**config.mk**
```make
export PLATFORM = sky130hd
export DESIGN_NAME = ssd_window_engine
export DESIGN_NICKNAME = d
export VERILOG_FILES = /design/src/rtl/ssd_window_engine.sv
export SDC_FILE = /design/constraint.sdc
export NUM_CORES = 1
export LEC_CHECK = 0
export ABC_AREA = 1
export CORE_UTILIZATION = 25
export CTS_CLUSTER_DIAMETER = 60
export DETAILED_ROUTE_END_ITERATION = 12
export SLEW_MARGIN = 10
export SYNTH_ARGS = -nofsm -noshare
export SYNTH_HDL_FRONTEND = slang
export SYNTH_SLANG_ARGS = --single-unit
```
**constraint.sdc**
```tcl
create_clock -name clk_in -period 5.25 [get_ports clk_in]
set_clock_uncertainty 0.05 [all_clocks]
set_input_delay 1.3125 -clock clk_in [delete_from_list [all_inputs] [get_ports clk_in]]
set_output_delay 1.3125 -clock clk_in [all_outputs]
set_load 0.02 [all_outputs]
```
**src/rtl/ssd_window_engine.sv**
```systemverilog
// Block-matching cost engine: per-row SSD/SAD between left and right pixel slices,
// summed over a window of row beats through a four-stage pipeline.
module ssd_window_engine #(
    parameter int PIXEL_WIDTH     = 8,
    parameter int NUM_PIXELS      = 6,
    parameter int ROWS_PER_WINDOW = 6,
    localparam longint unsigned MAX_PIX = (64'd1 << PIXEL_WIDTH) - 64'd1,
    localparam int ACC_WIDTH = $clog2(64'(ROWS_PER_WINDOW) * 64'(NUM_PIXELS) * MAX_PIX * MAX_PIX + 64'd1),
    localparam int IDX_WIDTH = $clog2(ROWS_PER_WINDOW + 1),
    localparam int ROW_WIDTH = NUM_PIXELS * PIXEL_WIDTH
) (
    input  logic                 clk_in,
    input  logic                 rst_in,
    input  logic [ROW_WIDTH-1:0] left_row,
    input  logic [ROW_WIDTH-1:0] right_row,
    input  logic                 valid_in,
    input  logic                 sad_mode_in,
    input  logic                 clear_in,
    output logic [ACC_WIDTH-1:0] window_cost,
    output logic                 valid_out,
    output logic [IDX_WIDTH-1:0] row_idx
);

    logic [IDX_WIDTH-1:0] row_idx_q, row_idx_d;
    logic                 mode_q, mode_d;

    logic                                   s1_valid_q, s1_valid_d;
    logic                                   s1_mode_q, s1_mode_d;
    logic                                   s1_last_q, s1_last_d;
    logic [NUM_PIXELS-1:0][PIXEL_WIDTH-1:0] s1_diff_q, s1_diff_d;

    logic                                     s2_valid_q, s2_valid_d;
    logic                                     s2_last_q, s2_last_d;
    logic [NUM_PIXELS-1:0][2*PIXEL_WIDTH-1:0] s2_metric_q, s2_metric_d;

    logic                 s3_valid_q, s3_valid_d;
    logic                 s3_last_q, s3_last_d;
    logic [ACC_WIDTH-1:0] s3_sum_q, s3_sum_d;

    logic [ACC_WIDTH-1:0] acc_q, acc_d;
    logic [ACC_WIDTH-1:0] window_cost_q, window_cost_d;
    logic                 valid_out_q, valid_out_d;

    logic beat_last;
    logic beat_mode;

    genvar gi;
    generate
        for (gi = 0; gi < NUM_PIXELS; gi++) begin : g_pix
            logic [PIXEL_WIDTH-1:0]   l_pix;
            logic [PIXEL_WIDTH-1:0]   r_pix;
            logic [2*PIXEL_WIDTH-1:0] diff_ext;

            // Pixel 0 sits in the most significant slot of the packed row.
            assign l_pix = left_row[(NUM_PIXELS-1-gi)*PIXEL_WIDTH +: PIXEL_WIDTH];
            assign r_pix = right_row[(NUM_PIXELS-1-gi)*PIXEL_WIDTH +: PIXEL_WIDTH];
            assign s1_diff_d[gi] = (l_pix >= r_pix) ? (l_pix - r_pix) : (r_pix - l_pix);

            assign diff_ext = {{PIXEL_WIDTH{1'b0}}, s1_diff_q[gi]};
            assign s2_metric_d[gi] = s1_mode_q ? diff_ext : (diff_ext * diff_ext);
        end
    endgenerate

    always_comb begin
        beat_last = (row_idx_q == IDX_WIDTH'(ROWS_PER_WINDOW - 1));
        // The first row of a window takes the live mode; later rows reuse the latched one.
        beat_mode = (row_idx_q == '0) ? sad_mode_in : mode_q;

        row_idx_d = row_idx_q;
        mode_d    = mode_q;
        if (clear_in) begin
            row_idx_d = '0;
        end else if (valid_in) begin
            mode_d    = beat_mode;
            row_idx_d = beat_last ? '0 : (row_idx_q + IDX_WIDTH'(1));
        end

        s1_valid_d = valid_in && !clear_in;
        s1_mode_d  = beat_mode;
        s1_last_d  = beat_last;

        s2_valid_d = s1_valid_q && !clear_in;
        s2_last_d  = s1_last_q;

        s3_valid_d = s2_valid_q && !clear_in;
        s3_last_d  = s2_last_q;
        s3_sum_d   = '0;
        for (int i = 0; i < NUM_PIXELS; i++) begin
            s3_sum_d = s3_sum_d + ACC_WIDTH'(s2_metric_q[i]);
        end

        acc_d         = acc_q;
        window_cost_d = window_cost_q;
        valid_out_d   = 1'b0;
        if (s3_valid_q) begin
            if (s3_last_q) begin
                window_cost_d = acc_q + s3_sum_q;
                valid_out_d   = 1'b1;
                acc_d         = '0;
            end else begin
                acc_d = acc_q + s3_sum_q;
            end
        end
        if (clear_in) begin
            acc_d       = '0;
            valid_out_d = 1'b0;
        end
    end

    always_ff @(posedge clk_in) begin
        if (rst_in) begin
            row_idx_q     <= '0;
            mode_q        <= 1'b0;
            s1_valid_q    <= 1'b0;
            s1_mode_q     <= 1'b0;
            s1_last_q     <= 1'b0;
            s1_diff_q     <= '0;
            s2_valid_q    <= 1'b0;
            s2_last_q     <= 1'b0;
            s2_metric_q   <= '0;
            s3_valid_q    <= 1'b0;
            s3_last_q     <= 1'b0;
            s3_sum_q      <= '0;
            acc_q         <= '0;
            window_cost_q <= '0;
            valid_out_q   <= 1'b0;
        end else begin
            row_idx_q     <= row_idx_d;
            mode_q        <= mode_d;
            s1_valid_q    <= s1_valid_d;
            s1_mode_q     <= s1_mode_d;
            s1_last_q     <= s1_last_d;
            s1_diff_q     <= s1_diff_d;
            s2_valid_q    <= s2_valid_d;
            s2_last_q     <= s2_last_d;
            s2_metric_q   <= s2_metric_d;
            s3_valid_q    <= s3_valid_d;
            s3_last_q     <= s3_last_d;
            s3_sum_q      <= s3_sum_d;
            acc_q         <= acc_d;
            window_cost_q <= window_cost_d;
            valid_out_q   <= valid_out_d;
        end
    end

    assign window_cost = window_cost_q;
    assign valid_out   = valid_out_q;
    assign row_idx     = row_idx_q;

endmodule

```
-- Word level (Yosys, flattened, before mapping)
Index checks and enable logic that the tools add are counted.
- $add $sub $neg: 19
- $mul: 6
- div/mod/pow operators: 0
- order comparisons: 6
- equality and inequality tests: 1
- shifts and indexed selects: 0
- muxes and demuxes: 16
- bitwise gates (word level): 2
- reduce and logical (&&, ||, !) cells: 10
- operators with widths (operator ; count):
    multiplier 8 x 8 -> 16 bit ; 6
    two-way mux 8 bit ; 12
    subtractor 8 bit ; 12
    greater-or-equal comparator 8 bit ; 6
    adder 22 bit ; 1
    two-way mux 22 bit ; 1
    adder 20 x 16 -> 21 bit ; 1
    adder 19 x 16 -> 20 bit ; 1
    adder 18 x 16 -> 19 bit ; 1
    adder 17 x 16 -> 18 bit ; 1
    adder 16 x 16 -> 17 bit ; 1
    AND reduction 2 bit ; 2
    OR reduction 2 bit ; 2
    adder 3 x 1 -> 3 bit (second input constant) ; 1
    equality test 3 bit (second input constant) ; 1
    logical AND 1 bit ; 3
    zero test 3 bit ; 1
    two-way mux 3 bit ; 1
    OR reduction 3 bit ; 1
    two-way mux 1 bit ; 2
    NOT 1 bit ; 2
    zero test 1 bit ; 1
- register bits after elaboration: 222
- latch bits: 0
- bits in writable memories: 0
- ROM bits: 0
- bits of input ports: 101
- output and inout bits: 26
- word-level logic and storage cells: 91
- memories: 0

-- Longest topological paths before layout
- depth in word-level cells: 5
- mapped depth: 21
- mapped depth without buffers: 20

-- Worst setup path after synthesis
No wires, ideal clock.
- path type: reg2reg
- from: register s1_diff_q, in the netlist g_pix[0].diff_ext[7]
- to: register s2_metric_q[13] (netlist name)
- library setup time: 0.113 ns
- arrival time: 3.868 ns
- data required time: 5.087 ns
- slack: 1.219 ns
- stages on the path, launching flop included: 18
- path buffers: 1
- period minus slack after synthesis: 4.031 ns
- path through: dfxtp_1 > clkbuf_1 > nand2_1 > fa_1 > inv_1 > fa_1 > fa_1 > inv_1 > fa_1 > inv_1 > ha_1 > nand2_1 > o21ai_0 > a21oi_1 > o21ai_0 > nand2_1 > nand2_1 > nor2_1
- longest elaborated chain between the ends: 1
- ends and longest elaborated chain (element ; line ; source):
    start, declared ; 30 ; logic [NUM_PIXELS-1:0][PIXEL_WIDTH-1:0] s1_diff_q, s1_diff_d;
    start signal, assigned ; 133 ; s1_diff_q <= s1_diff_d;
    multiplier 8 x 8 -> 16 bit ; 60 ; assign s2_metric_d[gi] = s1_mode_q ? diff_ext : (diff_ext * diff_ext);
    end signal, assigned ; 136 ; s2_metric_q <= s2_metric_d;
    end, declared ; 34 ; logic [NUM_PIXELS-1:0][2*PIXEL_WIDTH-1:0] s2_metric_q, s2_metric_d;
Every way passes these cells.
A chain may end at the register's enable or synchronous reset.

-- Final worst setup path
- from: register s1_diff_q, in the netlist g_pix[0].diff_ext[1]
- to: register s2_metric_q[13] (netlist name)
The elaborated chain is that of the path after synthesis.

==> results by group <==
CTS
  • Clock transition at path regs: 60 ps
  • Number of CTS-inserted buffers: 31
  • H-Tree Depth: 1
  • Hold-fix buffers, CTS: 0
  • Clock Tree Buf Depth: 3
  • CTS Sinks: between 200 and 250
  • Clock root buffer: clkbuf_16
  • Cts repair resizes: 0
  • Post CTS Setup Buffer Count: 0
  • Clk_lat worst skew: 590 ps
  • CTS tree: built

Synthesis
  • Most used DFF post-synth: dfxtp_1
  • Asr flop ratio synth: 0%
  • Warnings, synthesis: 0
  • Post-synthesis average cell area: 7.265 µm²
  • Post-synthesis cell count: 3354
  • Synth unique cells: slightly below 50
  • Netlist Area Pre-Place: 24370 µm²
  • Number of synthesized flops with an enable pin: 0
  • Sequential cell area fraction in the yosys report: between 10% and 20%
  • Register bit total from synthesis: roughly 220

Power and ir drop
  • Peak supply drop: 0.0003242 V
  • Overall Power: approximately 8.8 mW
  • Leak: 15.24 nW
  • Pwr dens: between 300 and 400 nW/µm²

Routing
  • Drc violations: 1
  • DR WL/cell: 11.78 µm
  • Via count: 19600
  • DRT iter0 DRCs: 954
  • Vias/cell: 4.153
  • WL final: between 50000 and 60000 µm
  • DRT antenna net count: 0
  • Drt first pass iters: 9

Place
  • PortBufs: around 130
  • Gp weighted congestion: 0.8452
  • Hpwl dp: 45900 µm
  • Placed cell areas: 26820 µm²

Status
  • Status: complete, but fails checks
  • Violated checks: design-rule violations

STA
  • Worst slew pin tran: ~1100 ps
  • Minimum clock period: 4200 ps
  • Fmax: 238.1 MHz
  • Fin crit share: 79.99%
  • Final setup violation count: 0
  • Slew headroom: 27.92%
  • Final Hold Violating Endpoints: 0
  • Fin Setup TNS: 0 ps
  • Final count of pins violating max slew: 0
  • Final hold slack: 363.2 ps
  • RSZ-0062 raised after global routing: no

Layout
  • P&R area growth vs syn: 14.62%
  • Layout cells sized above 1: under 10%
  • Antenna Cells: 0
  • Final net count: 4047
  • Final cell area excluding filler cells: 27930 µm²
  • Filler cells: 10420

Global route
  • Total GRT Usage: 11.47%
  • First-pass GRT wire length: 94510 µm
  • Antenna violations before repair: 0
  • Vias in the first global route: between 15000 and 20000
  • Largest net degree at the start of global routing: 80
  • Remaining global-route overflow: 0

Die
  • Die extent in y: 314.2 µm
  • Core Box Area: 96570 µm²
  • I/O pin count: 127
  • Rows: between 100 and 150
  • Area of the die: slightly below 100000 µm²
  • Die Wd: around 310 µm
  • Initial Utilization: between 20 and 30%

Worst setup path
  • Reg2reg start: g_pix[0].diff_ext[1]$_SDFF_PP0_
  • Startpoint types: register
  • Critical path arrival: 4670 ps
  • Critical Path End Type: register
  • CP required: 5720 ps
  • Worst Setup SP: g_pix[0].diff_ext[1]$_SDFF_PP0_
  • Worst setup path category: reg2reg
  • Critical Path Fanout Max: 9

Run
  • Max-cap violations: 0

Hold path
  • Worst hold path class: reg2reg
  • Hold path startpoint: s1_last_q$_SDFF_PP0_
Yosys cell counts, drive strengths merged (11+ instances only):
master    n  area [µm²]
inv     835        3134
nand2   729        2759
ha      300        3754
a21oi   273        1393
fa      227        4544
dfxtp   219        4384
nor2    200       785.7
o21ai   133       714.4
nand3   102       565.6
xor2     86       753.2
clkbuf   74       287.8
xnor2    28       245.2
buf      27       167.7
nor3     17       148.9
o21bai   13       101.4
nand4    12       75.07
o22ai    12       75.07
a31oi    11       68.82
worst paths after layout:
kind / slack [ps] / cells after the start / endpoint
worst max register to register: 1050 / 16 / s2_metric_q[13]$_SDFF_PP0_
worst min-delay path: 360 / 2 / s2_last_q$_SDFF_PP0_
worst min register to register: 360 / 2 / s2_last_q$_SDFF_PP0_
worst max-delay path: 1050 / 16 / s2_metric_q[13]$_SDFF_PP0_
cells in the final DEF, fill, tap and decap left out, types with 12 or more instances in the layout:
master | synthesis | layout
a21oi_1 | 266 | 266
clkbuf_16 | 0 | 31
clkdlybuf4s50_1 | 0 | 125
dfxtp_1 | 219 | 219
fa_1 | 227 | 227
ha_1 | 300 | 300
inv_1 | 822 | 821
inv_2 | 13 | 14
nand2_1 | 720 | 720
nand3_1 | 91 | 91
nand4_1 | 12 | 12
nor2_1 | 190 | 189
o21ai_0 | 110 | 110
o21ai_2 | 13 | 13
o21bai_1 | 12 | 12
o22ai_1 | 12 | 12
xnor2_1 | 28 | 28
xor2_1 | 86 | 86
critical path: stages (launching register included):
cell     delay (ps)
dfxtp_1         540
nand2_1          90
inv_1           120
fa_1            430
fa_1            550
inv_1            60
fa_1            510
fa_1            540
inv_1            40
ha_1            340
a21oi_1         200
o21ai_0         120
a21oi_1         200
o21ai_0         140
nand2_1          90
nand2_1          50
nor2_1           90
logic make-up (layout without fill, tap and decap cells):
| logic type | Yosys count | count (layout) | share of synthesized area (%) |
|---|---|---|---|
| other cells | 1 | 2 | 0.01539 |
| fa+ha+maj | 527 | 527 | 34.05 |
| simple gates | 1075 | 1075 | 18.20 |
| mux | 1 | 1 | 0.04108 |
| compound gates | 480 | 480 | 10.86 |
| xor+xnor | 114 | 114 | 4.098 |
| buf+inv | 937 | 1025 | 14.75 |
| flops | 219 | 219 | 17.99 |
state kept, by name, summed over array words and instances (netlist names):
name,count
s1_last_q,1
s3_valid_q,1
s1_mode_q,1
g_pix.diff_ext,48
s3_sum_q,19
s2_last_q,1
s3_last_q,1
s1_valid_q,1
row_idx,3
mode_q,1
valid_out,1
s2_metric_q,96
acc_q,22
window_cost,22
s2_valid_q,1
through the flow:
step | util [%] | setup WS, ps | cells
after global placement | 27.77 | 1099 | 4662
final | 28.92 | 1050 | 4719
after floorplan | - | 1219 | 3355
after global routing | 28.92 | 727.0 | 4719
after CTS | 28.92 | 1039 | 4719
after detailed placement | 27.77 | 1058 | 4662
cell type report:
class                      instances  area, µm²  area share, %
tap                             1276       1597          5.716
clock inverter                    19      259.0         0.9273
sequential                       219       4384          15.70
multi-input combinational       2199      16400          58.70
clock buffer                      38      852.1          3.051
timing repair buffer             132       1304          4.668
inverter                         836       3138          11.24
metal layers:
layer | global-route usage, % | routed length (µm) | vias up
met5 | 0 | 0 | -
li1 | - | - | 10290
met4 | 2.140 | 1065 | 0
met2 | 19.91 | 25780 | 288
met3 | 1.245 | 1818 | 57
met1 | 15.34 | 26900 | 8966
power by group:
part	switching, mW	internal, mW	total (mW)
logic	2.75	1.68	4.44
clock network	0.847	1.37	2.22
registers	0.243	1.91	2.16
Note: power is estimated with default switching activity, not from simulation.
